## config.mk

```make
export PLATFORM = sky130hd
export DESIGN_NAME = psram_req_arbiter
export DESIGN_NICKNAME = d
export VERILOG_FILES = /design/src/rtl/psram_req_arbiter_pkg.sv /design/src/rtl/psram_rr_pick.sv /design/src/rtl/psram_req_arbiter.sv
export SDC_FILE = /design/constraint.sdc
export NUM_CORES = 1
export LEC_CHECK = 0
export ABC_CLOCK_PERIOD_IN_PS = 2350
export BUFFER_PORTS_ARGS = -buffer_cell sky130_fd_sc_hd__buf_2
export CORE_MARGIN = 3
export CORE_UTILIZATION = 38
export CTS_CLUSTER_DIAMETER = 150
export DETAILED_ROUTE_END_ITERATION = 16
export HOLD_SLACK_MARGIN = 0.06
export PLACE_DENSITY = 0.72
export RECOVER_POWER = 100
export SLEW_MARGIN = 20
export SYNTH_ARGS = -nofsm -noshare
export SYNTH_HDL_FRONTEND = slang
export SYNTH_SLANG_ARGS = --single-unit
```

## constraint.sdc

```tcl
create_clock -name clk -period 2.35 [get_ports clk]
set_clock_uncertainty 0.1 [all_clocks]
set_input_delay 0.47 -clock clk [delete_from_list [all_inputs] [get_ports clk]]
set_output_delay 0.47 -clock clk [all_outputs]
set_load 0.05 [all_outputs]
```

## src/rtl/psram_req_arbiter_pkg.sv

```systemverilog
// Shared types and constants for the PSRAM request arbiter and its winner-select helper.
package psram_req_arbiter_pkg;

  typedef enum logic [1:0] {
    IDLE  = 2'd0,
    ISSUE = 2'd1,
    WAIT  = 2'd2,
    DONE  = 2'd3
  } state_e;

  typedef logic [1:0] req_idx_t;

  localparam int unsigned N_REQ = 3;
  localparam req_idx_t REQ_IF  = 2'd0;
  localparam req_idx_t REQ_DM  = 2'd1;
  localparam req_idx_t REQ_DBG = 2'd2;

  localparam int unsigned TMO_W = 10;

  function automatic logic [N_REQ-1:0] idx_to_onehot(input req_idx_t idx);
    return {{(N_REQ-1){1'b0}}, 1'b1} << idx;
  endfunction

endpackage

```

## src/rtl/psram_rr_pick.sv

```systemverilog
// Combinational winner select: DBG has fixed top priority, IF/DM alternate on a tie.
module psram_rr_pick
  import psram_req_arbiter_pkg::*;
(
  input  logic [N_REQ-1:0] req_i,
  input  req_idx_t         rr_last_i,
  output logic             valid_o,
  output logic [N_REQ-1:0] grant_o,
  output req_idx_t         idx_o
);

  always_comb begin
    valid_o = |req_i;
    idx_o   = REQ_IF;
    if (req_i[REQ_DBG]) begin
      idx_o = REQ_DBG;
    end else if (req_i[REQ_IF] && req_i[REQ_DM]) begin
      idx_o = (rr_last_i == REQ_IF) ? REQ_DM : REQ_IF;
    end else if (req_i[REQ_DM]) begin
      idx_o = REQ_DM;
    end
  end

  for (genvar gi = 0; gi < N_REQ; gi++) begin : g_grant
    assign grant_o[gi] = valid_o && (idx_o == req_idx_t'(gi));
  end

endmodule

```

## src/rtl/psram_req_arbiter.sv

```systemverilog
// Shares one PSRAM controller among IF, DM and DBG; one word transaction in flight at a time,
// with a bounded wait on the controller and a one-hot ack back to the winner.
module psram_req_arbiter
  import psram_req_arbiter_pkg::*;
#(
  parameter int unsigned ADR_W   = 22,
  parameter int unsigned DATA_W  = 32,
  parameter int unsigned TMO_CYC = 1023
) (
  input  logic                    clk,
  input  logic                    rst_n,
  input  logic [2:0]              req,
  input  logic [2:0]              we,
  input  logic [3*ADR_W-1:0]      adr,
  input  logic [3*DATA_W-1:0]     wdata,
  output logic [2:0]              ack,
  output logic                    err,
  output logic [DATA_W-1:0]       rdata,
  output logic                    mem_start,
  output logic                    mem_we,
  output logic [ADR_W-1:0]        mem_adr,
  output logic [DATA_W-1:0]       mem_wdata,
  input  logic                    mem_busy,
  input  logic                    mem_done,
  input  logic [DATA_W-1:0]       mem_rdata
);

  logic [ADR_W-1:0]  adr_slot   [N_REQ];
  logic [DATA_W-1:0] wdata_slot [N_REQ];

  for (genvar gi = 0; gi < N_REQ; gi++) begin : g_unpack
    assign adr_slot[gi]   = adr[gi*ADR_W +: ADR_W];
    assign wdata_slot[gi] = wdata[gi*DATA_W +: DATA_W];
  end

  state_e            state_q, state_d;
  req_idx_t          sel_q, sel_d;
  req_idx_t          rr_last_q, rr_last_d;
  logic [TMO_W-1:0]  cnt_q, cnt_d;
  logic [N_REQ-1:0]  ack_q, ack_d;
  logic              err_q, err_d;
  logic [DATA_W-1:0] rdata_q, rdata_d;
  logic              mem_start_q, mem_start_d;
  logic              mem_we_q, mem_we_d;
  logic [ADR_W-1:0]  mem_adr_q, mem_adr_d;
  logic [DATA_W-1:0] mem_wdata_q, mem_wdata_d;

  logic              pick_valid;
  logic [N_REQ-1:0]  pick_grant;
  req_idx_t          pick_idx;

  psram_rr_pick u_pick (
    .req_i     (req),
    .rr_last_i (rr_last_q),
    .valid_o   (pick_valid),
    .grant_o   (pick_grant),
    .idx_o     (pick_idx)
  );

  always_comb begin
    state_d     = state_q;
    sel_d       = sel_q;
    rr_last_d   = rr_last_q;
    cnt_d       = cnt_q;
    ack_d       = '0;
    err_d       = 1'b0;
    rdata_d     = rdata_q;
    mem_start_d = 1'b0;
    mem_we_d    = mem_we_q;
    mem_adr_d   = mem_adr_q;
    mem_wdata_d = mem_wdata_q;

    case (state_q)
      IDLE: begin
        if (pick_valid) begin
          sel_d       = pick_idx;
          mem_we_d    = |(we & pick_grant);
          mem_adr_d   = adr_slot[pick_idx];
          mem_wdata_d = wdata_slot[pick_idx];
          state_d     = ISSUE;
        end
      end
      ISSUE: begin
        if (!mem_busy) begin
          mem_start_d = 1'b1;
          cnt_d       = '0;
          state_d     = WAIT;
        end
      end
      WAIT: begin
        cnt_d = cnt_q + 1'b1;
        // A completion arriving on the timeout cycle still counts as success.
        if (mem_done) begin
          ack_d   = idx_to_onehot(sel_q);
          rdata_d = mem_we_q ? '0 : mem_rdata;
          state_d = DONE;
        end else if (cnt_q == TMO_W'(TMO_CYC)) begin
          ack_d   = idx_to_onehot(sel_q);
          err_d   = 1'b1;
          rdata_d = '0;
          state_d = DONE;
        end
      end
      DONE: begin
        if (sel_q != REQ_DBG) begin
          rr_last_d = sel_q;
        end
        state_d = IDLE;
      end
      default: state_d = IDLE;
    endcase
  end

  always_ff @(posedge clk) begin
    if (!rst_n) begin
      state_q     <= IDLE;
      sel_q       <= REQ_IF;
      rr_last_q   <= REQ_DM;
      cnt_q       <= '0;
      ack_q       <= '0;
      err_q       <= 1'b0;
      rdata_q     <= '0;
      mem_start_q <= 1'b0;
      mem_we_q    <= 1'b0;
      mem_adr_q   <= '0;
      mem_wdata_q <= '0;
    end else begin
      state_q     <= state_d;
      sel_q       <= sel_d;
      rr_last_q   <= rr_last_d;
      cnt_q       <= cnt_d;
      ack_q       <= ack_d;
      err_q       <= err_d;
      rdata_q     <= rdata_d;
      mem_start_q <= mem_start_d;
      mem_we_q    <= mem_we_d;
      mem_adr_q   <= mem_adr_d;
      mem_wdata_q <= mem_wdata_d;
    end
  end

  assign ack       = ack_q;
  assign err       = err_q;
  assign rdata     = rdata_q;
  assign mem_start = mem_start_q;
  assign mem_we    = mem_we_q;
  assign mem_adr   = mem_adr_q;
  assign mem_wdata = mem_wdata_q;

endmodule

```

==> impl_results.md, run 1 <==
- Outcome: finished, final reports clean
- CP Class: reg2reg
- Mapped Avg Cell Area: 8.37 um2
- RePlAce Congestion: 0.809
- Final-report hold violation count: 0
- Register share of total power: 32.8%
- Starting Density: 39.3%
- DR pass1 iterations: 6
- CTS max path bufs: 2
- Slew @ Worst Pin: around 900 ps
- Synth Cell Area: about 4800 um2
- CP Max Fanout: 56
- FMAX: approximately 0.49 GHz
- Startpoint types: flip-flop
- Post-synth cell types: 35
- Detail Placement HPWL: 11.7 mm
- Fin area: approximately 6600 um2
- Fillcell total: about 1.3k
- Core area: 12,100 um2
- PortBufs: 295
- Num rows: 40
- Root buf cell: clkbuf_16
- Antenna Nets Post-Route: 0
- Worst rel slew slack: 39.3%
- Clock sinks: 108
- Initial antenna violation count: 1
- Skew-Pair Late Insertion Delay: 340 ps
- R2r startpoint: state_q[0]$_SDFFE_PN0P_
- Minimum clock period: 2030 ps
- Maximum VDD drop: 755 uV
- Synthesized Nets: 777
- Worst hold start: wdata[19]
- Required @ worst endpoint: 2520 ps
- Pwr/cell area: 1170 nW/um2
- Min-delay worst type: in2reg
- Share of layout cells above drive strength 1: 28.3%
- Static Leak: roughly 0.0026 uW
- Clock power share: around a fifth
- Die area: 13,900 um2
- Cts hold-fix bufs: 0
- GRT overflow: 0
- H-tree depth: 3
- Postcts setup bufs: 0
- WL/cell: 16.0 um
- Comb pwr share: a little under half
- Clock slew at reported path FFs: 70 ps
- Wire length after detailed routing: roughly 16 mm
- # setup viols final: 0
- Synth warnings: 0
- Sw Share: between 40% and 50%
- Residual DRC count: 0
- EDFF count, synth: 0
- Initial drt markers: 372
- IO Pins: 296
- Max-slew violations: 0
- Int Pwr: around 4000 uW
- Final Util: 54.1%
- Dpl cell area: ~6400 um2
- Cells after Synth: between 500 and 600
- NetSw: between 3000 and 4000 uW
- TNS Setup: 0 ps
- Post_cts resized: 0
- Post-synthesis sequential element count: 108
- GRT Total Usage: 21.9%
- CP startpoint: state_q[0]$_SDFFE_PN0P_
- Max Cap Viol: 0
- First-pass GRT wire length: approximately 25 mm
- Largest net degree at the start of global routing: 58
- Routed vias/inst: around 5.4
- Die Span Y: 118 um
- RSZ-0062 raised after global routing: no
- Area grow syn2layout: 37.8%
- Register area share after synthesis: 45.5%
- Via count: 5,401
- Die Width: 118 um
- Period Utilization, post-route: just under 90%
- CP endpoint kind: flip-flop
- Vias in the first global route: 4,946
- Prevailing post-synth register cell: dfxtp_1
- Worst EP arrival: 2200 ps
- CTS tree: built
- Final #Nets: around 1.0k
- Share of synthesized registers carrying an async set or reset: 0%
- Num CTS Buffers: 9
-- state kept, by name, summed over array words and instances, names as in the netlist --
signal / flops
mem_we: 1
ack: 3
mem_wdata: 32
sel_q: 2
mem_start: 1
mem_adr: 22
cnt_q: 10
rdata: 32
rr_last_q: 2
err: 1
state_q: 2
-- placed cells by master (no fill, tap or decap), types with 2 or more instances in the layout --
cell,count
ha_1,5
a21oi_1,92
nand2b_1,3
nor3_1,3
nand2_1,98
a2111oi_0,2
inv_1,5
nor3b_1,4
xnor2_1,7
nor4_1,3
buf_4,8
o21ai_0,58
buf_12,2
buf_2,202
clkbuf_1,94
or3_1,2
a311oi_1,32
a221oi_1,56
clkbuf_16,9
nand3_1,5
dfxtp_1,108
clkbuf_4,2
clkbuf_2,2
nor2_1,15
nor2b_1,2
-- power by group through the flow --
stage / registers (uW) / logic, uW / clock network [uW]
final: 2510 / 3600 / 1540
after global routing: 2560 / 3880 / 1650
after CTS: 2490 / 3800 / 1590
after detailed placement: 2520 / 3800 / 0
after global placement: 2530 / 3770 / 0
after floorplan: 3910 / 1390 / 0
-- final cells by class --
class	instances	area, um2	area share [%]
Antenna cell	1	2.50	0.0382
Sequential cell	108	2160	33.0
Multi-Input combinational cell	402	2370	36.2
Inverter	5	18.8	0.287
Clock buffer	11	243	3.71
Timing Repair Buffer	309	1490	22.7
Clock inverter	5	60.1	0.917
Tap cell	168	210	3.21
-- Yosys cell counts (all sizes together) (3+ instances only) --
library cell | number | share of area [%]
dfxtp | 108 | 45
nand2 | 99 | 7.8
a21oi | 93 | 9.9
o21ai | 59 | 6.2
a221oi | 56 | 10
clkbuf | 34 | 2.7
a311oi | 32 | 5.9
buf | 19 | 2.1
nor2 | 16 | 1.3
xnor2 | 7 | 1.3
ha | 5 | 1.3
inv | 5 | 0.39
nand3 | 5 | 0.53
nor3b | 4 | 0.63
nand2b | 3 | 0.39
nor3 | 3 | 0.32
nor4 | 3 | 0.39
-- cells by family (layout without fill, tap and decap cells) --
logic type / after synthesis / in the layout / share of synthesized area, %
buf+inv: 58 / 330 / 5.13
compound gates: 247 / 247 / 33.8
other cells: 0 / 1 / 0
fa+ha+maj: 5 / 5 / 1.32
simple gates: 142 / 142 / 12.8
mux: 1 / 1 / 0.211
xor+xnor: 7 / 7 / 1.29
flops: 108 / 108 / 45.5
-- path summary, 6_finish.rpt --
| path | slack [ps] | to | cells past startpoint |
|---|---|---|---|
| worst max-delay path | 320 | mem_wdata[4]$_SDFFE_PN0P_ | 5 |
| worst min-delay path | 260 | mem_wdata[19]$_SDFFE_PN0P_ | 3 |
| worst max register to register | 320 | mem_wdata[4]$_SDFFE_PN0P_ | 5 |
| worst min register to register | 410 | state_q[1]$_SDFFE_PN0P_ | 2 |
-- through the flow --
stage	power [uW]	hold slack, ps	worst slack, ps	cells
after floorplan	5310	346	576	568
after global placement	6300	387	255	992
after detailed placement	6320	394	211	992
after CTS	7880	246	269	1008
after global routing	8100	245	99.7	1009
final	7650	258	318	1009
-- worst max-delay path, cell delays in order (launching register included) --
cell	delay, ps
dfxtp_1	340
inv_1	90
ha_1	270
and2_2	790
o21ai_0	170
a21oi_1	150
-- layer usage --
metal	track usage [%]	vias to the layer above	share of wire, %
li1	-	2670	-
met1	27.7	2479	42
met5	0	-	0
met2	36.8	228	49
met4	5.71	0	1.7
met3	5.96	24	7.0
Power figures use the tool's default switching activity.
==> inputs of run 2 (changes only) <==
- PLACE_DENSITY: 0.72 -> 0.81
==> run 2 against run 1 <==
Effect of this change:
- largest power group unchanged
- critical path type unchanged
- clock-buffer cell count did not move
- critical path depth did not move
- global-route usage is essentially flat
- wire length decreased by 1.6%
- cell area rose by 0.57%
- clock power up 7%
- combinational power increased by 2%
- first-iteration DRC count increased by 0.27%
- sequential share of layout area shrank 0.19 points
==> impl_results.md, run 2 (synthesis gave the netlist of run 1 again) <==
- Post-Place Worst Slack: 110 ps (was 211 ps)
- Outcome: finished, final reports clean (unchanged)
- Final #Nets: 1,044 (unchanged)
- Most frequent cells in the layout: buf_2 (203), dfxtp_1 (108), nand2_1 (98), clkbuf_1 (94), a21oi_1 (92) (was buf_2 (202), dfxtp_1 (108), nand2_1 (98), clkbuf_1 (94), a21oi_1 (92))
- Setup slack after layout: 177 ps (was 318 ps)
- Initial antenna violation count: 1 (unchanged)
- Static Leak: 0.00259 uW (was 0.00258 uW)
- Clock power share: 21.1% (was 20.1%)
- Most common cell after layout, fill and taps aside: buf_2 (unchanged)
- Clock slew at reported path FFs: 70 ps (about the same)
- Starting Density: 39.3% (unchanged)
- Share of layout cells above drive strength 1: 28.2% (was 28.3%)
- Routed vias/inst: 5.29 (was 5.35)
- Via count: 5,341 (was 5,401)
- Comb pwr share: 46.8% (was 47.1%)
- Int Pwr: 4150 uW (was 3990 uW)
- Post_cts resized: 0 (unchanged)
- IO Pins: 296 (unchanged)
- Cts hold-fix bufs: 0 (unchanged)
- RSZ-0062 raised after global routing: no (unchanged)
- PortBufs: 295 (unchanged)
- FMAX: 0.460 GHz (was 0.492 GHz)
- DR pass1 iterations: 5 (was 6)
- NetSw: 3680 uW (was 3660 uW)
- Residual DRC count: 0 (unchanged)
- Minimum clock period: 2170 ps (was 2030 ps)
- Root buf cell: clkbuf_16 (unchanged)
- GRT Total Usage: 21.8% (was 21.9%)
- Sw Share: 47.0% (was 47.8%)
- Core area: 12,100 um2 (unchanged)
- # setup viols final: 0 (unchanged)
- Slew @ Worst Pin: 915 ps (was 911 ps)
- Max Cap Viol: 0 (unchanged)
- RePlAce Congestion: 0.880 (was 0.809)
- CP endpoint kind: flip-flop (unchanged)
- Pwr/cell area: 1190 nW/um2 (was 1170 nW/um2)
- Die Width: 118 um (unchanged)
- Largest net degree at the start of global routing: 57 (was 58)
- Num CTS Buffers: 9 (unchanged)
- CP Class: reg2reg (unchanged)
- GRT overflow: 0 (unchanged)
- Max-slew violations: 0 (unchanged)
- Wire length after detailed routing: 15.9 mm (was 16.1 mm)
- Worst EP arrival: 2350 ps (was 2200 ps)
- First-pass GRT wire length: 25.4 mm (was 25.3 mm)
- Required @ worst endpoint: 2530 ps (was 2520 ps)
- Period Utilization, post-route: 92.5% (was 86.5%)
- Initial drt markers: 373 (was 372)
- Detail Placement HPWL: 11.6 mm (was 11.7 mm)
- Skew-Pair Late Insertion Delay: 350 ps (was 340 ps)
- Postcts setup bufs: 0 (unchanged)
- Clock sinks: 108 (unchanged)
- Final-report hold violation count: 0 (unchanged)
- Min-delay worst type: in2reg (unchanged)
- Area grow syn2layout: 38.6% (was 37.8%)
- CP Max Fanout: 38 (was 56)
- CTS max path bufs: 2 (unchanged)
- Die Span Y: 118 um (unchanged)
- TNS Setup: 0 ps (unchanged)
- Antenna Nets Post-Route: 0 (unchanged)
- H-tree depth: 3 (unchanged)
- Num rows: 40 (unchanged)
- Register share of total power: 32.0% (was 32.8%)
- Maximum VDD drop: 770 uV (was 755 uV)
- Vias in the first global route: 5,056 (was 4,946)
- Startpoint types: flip-flop (unchanged)
- WL/cell: 15.7 um (was 16.0 um)
- Final Power: 7830 uW (was 7650 uW)
- Die area: 13,900 um2 (unchanged)
- Worst rel slew slack: 39.0% (was 39.3%)
- Hold WS: 254 ps (was 258 ps)
- CTS tree: built (unchanged)
-- run 2: final timing paths --
path / from / to / slack [ps] / depth (start not counted)
worst min register to register: state_q[1]$_SDFFE_PN0P_ / state_q[1]$_SDFFE_PN0P_ / 400 / 2
worst max register to register: rr_last_q[1]$_SDFFE_PN0P_ / mem_wdata[28]$_SDFFE_PN0P_ / 180 / 5
worst min-delay path: adr[0] / mem_adr[0]$_SDFFE_PN0P_ / 250 / 3
worst max-delay path: rr_last_q[1]$_SDFFE_PN0P_ / mem_wdata[28]$_SDFFE_PN0P_ / 180 / 5
-- run 2: power by group through the flow --
stage	clock [uW]	sequential (uW)	combinational (uW)
2_1_floorplan	0	3910	1390
3_3_place_gp	0	2530	3760
3_5_place_dp	0	2530	3790
4_1_cts	1690	2490	3800
5_1_grt	1770	2560	3930
6_report	1650	2510	3670
-- run 2: layer usage --
layer  global-route usage [%]  routed length, um  vias up
met4                     5.86                283        0
met2                     37.5               7980      203
li1                         -                  -     2661
met5                        0                  0        -
met3                     5.38               1020       23
met1                     27.4               6570     2454
-- run 2: stage by stage --
| step | cell area, um2 | cells | utilization, % |
|---|---|---|---|
| final | 6590 | 1009 | 54.4 |
| after detailed placement | 6400 | 992 | 52.8 |
| after global routing | 6590 | 1009 | 54.4 |
| after CTS | 6720 | 1008 | 55.5 |
| after floorplan | 4750 | 568 | - |
| after global placement | 6400 | 992 | 52.8 |
-- run 2: area by class of cell --
class	instances	area, um2
fill	1167	5520
clock buffer	11	243
multi-input combinational	402	2360
inverter	5	18.8
tap	168	210
antenna	1	2.50
timing repair buffer	309	1510
sequential	108	2160
clock inverter	5	83.8
-- run 2: worst max-delay path: stages, from the launching register on --
cell and delay (ps):
dfxtp_1 320, o21ai_0 420, and3b_4 580, clkbuf_2 370, a221oi_1 120, a21oi_1 190
